$ cat config.mk
export PLATFORM = sky130hd
export DESIGN_NAME = vga_sync_receiver
export DESIGN_NICKNAME = d
export VERILOG_FILES = /design/src/rtl/vga_sync_receiver.sv
export SDC_FILE = /design/constraint.sdc
export NUM_CORES = 1
export LEC_CHECK = 0
export CAP_MARGIN = 10
export CORE_UTILIZATION = 49
export CTS_BUF_LIST = sky130_fd_sc_hd__clkbuf_8
export DETAILED_ROUTE_END_ITERATION = 6
export PLACE_DENSITY = 0.68
export SETUP_SLACK_MARGIN = 0.4
export SYNTH_ARGS = -nofsm -noshare
export SYNTH_HDL_FRONTEND = slang
export SYNTH_SLANG_ARGS = --single-unit
$ cat constraint.sdc
create_clock -name i_Clk -period 2.7 [get_ports i_Clk]
set_input_delay 0.81 -clock i_Clk [delete_from_list [all_inputs] [get_ports i_Clk]]
set_output_delay 0.81 -clock i_Clk [all_outputs]
set_load 0.01 [all_outputs]
$ cat src/rtl/vga_sync_receiver.sv
// Recovers column/row position from active-high HSync/VSync, checks line and
// frame timing, and locks after LOCK_FRAMES consecutive good frames.
module vga_sync_receiver #(
    parameter int TOTAL_COLS  = 800,
    parameter int TOTAL_ROWS  = 525,
    parameter int ACTIVE_COLS = 640,
    parameter int ACTIVE_ROWS = 480,
    parameter int LOCK_FRAMES = 2
) (
    input  logic       i_Clk,
    input  logic       i_Rst_L,
    input  logic       i_HSync,
    input  logic       i_VSync,
    output logic       o_HSync,
    output logic       o_VSync,
    output logic [9:0] o_Col_Count,
    output logic [9:0] o_Row_Count,
    output logic       o_Active,
    output logic       o_Locked,
    output logic       o_Err_Pulse,
    output logic [7:0] o_Err_Count,
    output logic [1:0] o_State_Dbg
);

    typedef enum logic [1:0] {
        ST_SEARCH  = 2'd0,
        ST_ACQUIRE = 2'd1,
        ST_LOCKED  = 2'd2
    } state_t;

    localparam logic [9:0] COLS    = 10'(TOTAL_COLS);
    localparam logic [9:0] COLS_M1 = 10'(TOTAL_COLS - 1);
    localparam logic [9:0] ROWS    = 10'(TOTAL_ROWS);
    localparam logic [9:0] ROWS_M1 = 10'(TOTAL_ROWS - 1);
    localparam logic [9:0] ACT_C   = 10'(ACTIVE_COLS);
    localparam logic [9:0] ACT_R   = 10'(ACTIVE_ROWS);
    localparam logic [7:0] LOCK_N  = 8'(LOCK_FRAMES);

    state_t     state_q, state_d;
    logic [7:0] good_q, good_d;
    logic       hsync_q, vsync_q;
    logic [9:0] col_q, col_d, row_q, row_d;
    logic [9:0] line_len_q, line_len_d, frame_lines_q, frame_lines_d;
    logic       active_q, active_d, locked_q, locked_d;
    logic       err_pulse_q, err_d;
    logic [7:0] err_cnt_q, err_cnt_d;
    logic       h_rise, v_rise, line_bad, frame_bad;

    assign h_rise = i_HSync & ~hsync_q;
    assign v_rise = i_VSync & ~vsync_q;

    // A rise at the wrong length is bad; so is the clock where a rise was due but absent.
    assign line_bad  = h_rise ? (line_len_q + 10'd1 != COLS) : (line_len_q == COLS_M1);
    assign frame_bad = (v_rise && (frame_lines_q != ROWS)) || (frame_lines_q > ROWS);
    assign err_d     = (state_q != ST_SEARCH) && (line_bad || frame_bad);

    always_comb begin
        col_d = (col_q == COLS_M1) ? 10'd0 : col_q + 10'd1;
        if (h_rise) col_d = 10'd0;

        row_d = row_q;
        if (v_rise)      row_d = 10'd0;
        else if (h_rise) row_d = (row_q == ROWS_M1) ? 10'd0 : row_q + 10'd1;

        line_len_d = line_len_q;
        if (h_rise)                   line_len_d = 10'd0;
        else if (line_len_q != 10'h3FF) line_len_d = line_len_q + 10'd1;

        // The line that starts together with VSync is the first line of the frame.
        frame_lines_d = frame_lines_q;
        if (v_rise)                                   frame_lines_d = {9'd0, h_rise};
        else if (h_rise && frame_lines_q != 10'h3FF)  frame_lines_d = frame_lines_q + 10'd1;

        err_cnt_d = err_cnt_q;
        if (err_d && err_cnt_q != 8'hFF) err_cnt_d = err_cnt_q + 8'd1;
    end

    always_comb begin
        state_d = state_q;
        good_d  = good_q;
        case (state_q)
            ST_SEARCH: begin
                if (v_rise) begin
                    state_d = ST_ACQUIRE;
                    good_d  = 8'd0;
                end
            end
            ST_ACQUIRE: begin
                if (err_d) begin
                    state_d = ST_SEARCH;
                end else if (v_rise) begin
                    good_d = good_q + 8'd1;
                    if (good_q + 8'd1 >= LOCK_N) state_d = ST_LOCKED;
                end
            end
            ST_LOCKED: begin
                if (err_d) state_d = ST_SEARCH;
            end
            default: state_d = ST_SEARCH;
        endcase
        locked_d = (state_d == ST_LOCKED);
        active_d = locked_d && (col_d < ACT_C) && (row_d < ACT_R);
    end

    always_ff @(posedge i_Clk or negedge i_Rst_L) begin
        if (!i_Rst_L) begin
            state_q       <= ST_SEARCH;
            good_q        <= 8'd0;
            hsync_q       <= 1'b0;
            vsync_q       <= 1'b0;
            col_q         <= 10'd0;
            row_q         <= 10'd0;
            line_len_q    <= 10'd0;
            frame_lines_q <= 10'd0;
            active_q      <= 1'b0;
            locked_q      <= 1'b0;
            err_pulse_q   <= 1'b0;
            err_cnt_q     <= 8'd0;
        end else begin
            state_q       <= state_d;
            good_q        <= good_d;
            hsync_q       <= i_HSync;
            vsync_q       <= i_VSync;
            col_q         <= col_d;
            row_q         <= row_d;
            line_len_q    <= line_len_d;
            frame_lines_q <= frame_lines_d;
            active_q      <= active_d;
            locked_q      <= locked_d;
            err_pulse_q   <= err_d;
            err_cnt_q     <= err_cnt_d;
        end
    end

    assign o_HSync     = hsync_q;
    assign o_VSync     = vsync_q;
    assign o_Col_Count = col_q;
    assign o_Row_Count = row_q;
    assign o_Active    = active_q;
    assign o_Locked    = locked_q;
    assign o_Err_Pulse = err_pulse_q;
    assign o_Err_Count = err_cnt_q;
    assign o_State_Dbg = state_q;

endmodule

# == Yosys cells after proc, flatten, opt, wreduce, memory -nomap -nowiden ==
# Cells that the tools add are included.
# totals
out_inout_bits,35
elab_cells,74
in_bits,4
register_bits,63
# op_classes
n_reduce_logical,14
bitwise,4
n_eq_ne,14
n_addsub,6
mux,20
magnitude_cmp,4
# op_table
operator,count
10-bit two-way mux,9
10-bit by 1-bit adder with 10-bit output (second input constant),4
10-bit != test (second input constant),4
10-bit equality test (second input constant),3
8-bit two-way mux,3
8-bit by 1-bit adder with 8-bit output (second input constant),2
8-bit case mux with 2 select lines,1
10-bit greater-than comparator (second input constant),1
10-bit < comparator (second input constant),1
10-bit by 9-bit < comparator with 1-bit output (second input constant),1
2-bit two-way mux,5
8-bit by 2-bit >= comparator with 1-bit output (second input constant),1
8-bit != test (second input constant),1
2-bit nonzero test,4
1-bit logical AND,6
2-bit != test (second input constant),3
2-bit case mux with 3 select lines,1
2-bit equality test (second input constant),2
4-bit AND reduction,1
1-bit AND,2
2-bit by 1-bit equality test with 1-bit output (second input constant),1
2-bit zero test,1
1-bit logical OR,2
1-bit NOT,2
1-bit two-way mux,1

# == Depth between registers and ports, before layout ==
# depth
depth_word,11
depth_mapped,10
depth_no_buf,9

# == Least setup slack after synthesis ==
# OpenSTA, ideal clock, no wires.
# synth_path
path_kind,in2reg
startpoint,input i_HSync
endpoint,register good_q[0]
path_buffers,1
stages,8
setup_time_ns,0.121
arrival_ns,2.307
required_time_ns,2.579
setup_slack_ns,0.272
cell_sequence,nor2b_1 nand3_1 nor3_2 a41oi_4 nor2_4 buf_6 mux2_1 a22o_1
# synth_via
elab_chain_cells,6
# synth_rtl
item,line,source
start: declaration,12,"input logic i_HSync,"
1-bit AND,49,assign h_rise = i_HSync & ~hsync_q;
1-bit two-way mux,53,assign line_bad = h_rise ? (line_len_q + 10'd1 != COLS) : (line_len_q == COLS_M1);
1-bit logical OR,55,assign err_d = (state_q != ST_SEARCH) && (line_bad || frame_bad);
1-bit logical AND,55,
2-bit != test (no source line),-,
4-bit AND reduction (no source line),-,
end signal: assignment,121,good_q <= good_d;
end: declaration,40,"logic [7:0] good_q, good_d;"
# No other way between the ends.
# A chain may end at the register's enable or synchronous reset.

# == Worst setup path in the final report ==
# layout_path
startpoint,register line_len_q[1]
endpoint,register good_q[0]
# layout_via
elab_chain_cells,7
word_cells_on_any_way,8
classes_between,add/sub (1); eq/ne (3); mux (1); reduce/logical (3)
# layout_rtl
item,line,source
start: declaration,43,"logic [9:0] line_len_q, line_len_d, frame_lines_q, frame_lines_d;"
start signal: assignment,126,line_len_q <= line_len_d;
10-bit by 1-bit adder with 10-bit output,53,
10-bit != test,53,
1-bit two-way mux *,53,
1-bit logical OR *,55,
1-bit logical AND *,55,
2-bit != test (no source line) *,-,
4-bit AND reduction (no source line) *,-,
# Mark *: on every way between the ends. The rest lies on a longest branch, timed or not.

==> results.txt <==
Status = finished, final reports clean
CP max FO = 6
Die ar. = 0.00753 sq mm
CTS max path bufs = 2
Final Hold Fails = 0
Number of placement rows = 30
Pwr Density = 644 mW/mm^2
Die Ht = 86.8 microns
CTS tree = built
GRT Residual Overflow = 0
R2r startpoint = line_len_q[1]
Seq/Total Area, Yosys = 44.7%
Initial Util = 51.3%
Post-synth top area cell = dfrtp_1
Slowest CP cell = or4_4
Total Nets Final = 462
Synth Flop Type = dfrtp_1
Asr flop ratio synth = 100%
Num CTS Buffers = 9
DRT Pass-1 Iters = 4
Largest cells by area after synthesis = dfrtp_1 45%, nor2_1 5.3%, xor2_1 4.7%
Final period demand of the worst path = 2.31 ns
Yosys reg bits = 63
Fmax = 432 MHz
Cell variety after synth = 57
Final wirelength = 7.96 mm
Reg2reg setup slack = 0.39 ns
Reg clk slew, reported paths = 0.07 ns
Antenna Nets Post-Route = 0
Post-synth EDFFs = 0
Ant. Diodes = 0
Final setup viols = 0
Initial antenna violation count = 0
CP Launch Type = register
Die span in x = 86.8 microns
VDD IR max = 0.000360 V
RSZ-0062 raised after global routing = yes
WL per Instance = 14.5 microns
Port Buffer Count = 38
Commonest non-fill, non-tap cell in the layout = dfrtp_1
Global-route wire length before repair = 13.2 mm
# H-tree levels = 3
Fill cells = 582
Final worst-path cycle share = 85.7%
Total power = 2.93 mW
Data required, critical path = 2.92 ns
Worst-Skew Late Latency = 0.33 ns
Worst R2R Path Depth = 8
Routability cong. = 0.830
Mapped cell area = 0.00352 sq mm
Share of cells above drive strength 1 = 18.1%
Largest net degree at the start of global routing = 64
Core ar. = 0.00687 sq mm
DRC = 0
Worst-margin pin slew = 1.01 ns
Worst Clk Skew = 0.00623 ns
Syn Inst Count = 384
CTS Hold Buffers Added = 0
Top cell type's share of synthesized area = 44.7%
Pleak = 1.94 nW
Reg2reg end = good_q[0]
DP HPWL = 5.29 mm
Root cell of the clock tree = clkbuf_8
CP max stage delay = 0.46 ns
Top-level I/O count = 39
TritonCTS sink count = 63
Setup crit start = line_len_q[1]
Most frequent cells in the layout = 59 x dfrtp_1, 50 x nor2_1, 35 x nand2_1, 35 x clkdlybuf4s50_1, 24 x buf_4
Syn Area/Cell = 9.18 sq um
Critical path class = register to register
Yosys warns = 0
Crit-path cells = buf_6, nand4_1, or4_4, a21bo_4, a41oi_4, nor2_4, mux2_4, a22o_1
Iter 0 DRT Violations = 170
Vias in the first global route = 2817
Synthesized Nets = 398
Arr. time, crit path = 2.53 ns
Crit path capture = good_q[0]
Routed vias = 3021
Final slew viol count = 0
Detail-routed via count per cell = 5.50
Area Overhead vs Synth = 29.2%
Final core occ = 66.3%
Max_cap viols = 0
Hold Crit Class = input port to async pin
Multi-input logic area = 0.00199 sq mm
Total GRT Usage = 22.5%
Worst setup EP type = register
Sequential cell area = 0.00158 sq mm
Worst rel slew slack = 32.7%
[state kept, by name (all words and copies together) (netlist names)]
register / cells
o_VSync: 1
o_Err_Count: 8
o_Locked: 1
o_Col_Count: 10
frame_lines_q: 10
good_q: 8
o_HSync: 1
o_Row_Count: 10
line_len_q: 10
o_Active: 1
o_Err_Pulse: 1
o_State_Dbg: 2
[cell type report]
class / instances / share of cell area (%)
Timing Repair Buffer: 69 / 13.9
Multi-Input combinational cell: 292 / 43.7
Inverter: 13 / 1.07
Tap cell: 96 / 2.64
Clock buffer: 11 / 3.33
Sequential cell: 63 / 34.7
Clock inverter: 5 / 0.550
[Yosys cell counts, types with 2 or more instances]
cell and number:
dfrtp_1 63, nor2_1 50, nand2_1 35, nand3_1 20, xor2_1 19, o21ai_0 16
a21oi_1 14, inv_1 13, nand4_1 12, clkbuf_1 10, ha_1 10, xnor2_1 10
nor3_1 9, and3_1 7, nor4_1 7, nand2b_1 6, a31oi_1 5, nor2b_1 5
o21ai_1 5, or3_1 5, and4_1 4, buf_2 4, mux2_1 4, mux2i_1 4
nor3b_1 4, o31ai_1 4, and2_1 3, o31a_1 3, a211o_1 2, a21o_1 2
o21a_1 2, or2_2 2
[worst min path at each step]
stage | start | end | slack, ns | cells past startpoint
after global placement | o_Err_Count[3] | o_Err_Count[3] | 0.47 | 1
after global routing | i_Rst_L | line_len_q[0] | 0.49 | 2
after CTS | i_Rst_L | line_len_q[0] | 0.49 | 2
final | i_Rst_L | line_len_q[3] | 0.47 | 2
after detailed placement | o_Err_Count[3] | o_Err_Count[3] | 0.48 | 1
after floorplan | good_q[3] | good_q[3] | 0.48 | 1
[per-stage QoR]
step / setup TNS [ns] / hold slack, ns / cells / area (sq um) / setup slack [ns]
6_report: 0 / 0.472 / 549 / 4550 / 0.386
5_1_grt: 0 / 0.486 / 549 / 4550 / 0.289
4_1_cts: 0 / 0.487 / 543 / 4440 / 0.378
3_5_place_dp: -2.04 / 0.477 / 519 / 4120 / -0.184
3_3_place_gp: -1.78 / 0.473 / 519 / 4120 / -0.178
2_1_floorplan: 0 / 0.476 / 384 / 3560 / 0.380
[what timing repair did]
item | CTS | global route
endpoints found under the setup margin | 22 | 15
setup buffers | 7 | 5
endpoints found under the hold margin | 0 | 0
gates cloned | 1 | 1
pin swaps | 8 | 9
resized for setup | 20 | 16
[logic make-up (layout without fill, tap and decap cells)]
group	count (synthesis)	count (layout)	share of synthesized area, %
DFF	63	63	44.7
and+or+nand+nor	179	180	26.1
xor gates and xnor gates	29	29	7.21
adders and majority gates	10	10	3.55
muxes	9	9	2.73
buffers and inverters	30	98	3.66
AOI/OAI and AO/OA	64	64	12.0
[where the power goes]
group,switching (mW),internal [mW],leakage [nW]
Combinational,0.419,0.454,1.01
Sequential,0.224,1.11,0.832
Clock,0.352,0.373,0.0977
[worst max-delay path: cells and delay by family, from the launching register on]
| family | cells | cell delay [ns] |
|---|---|---|
| DFF | 1 | 0.39 |
| buffers and inverters | 1 | 0.12 |
| muxes | 1 | 0.32 |
| and+or+nand+nor | 3 | 0.83 |
| AOI/OAI and AO/OA | 3 | 0.53 |
[metal layers]
layer  global-route usage [%]  wire, microns  vias up
li1                         -              -     1488
met1                     30.5           3780     1496
met2                     36.4           3940       30
met3                     4.57            154        7
met4                     6.67             84        0
met5                        0              0        -
Power figures use the tool's default switching activity.
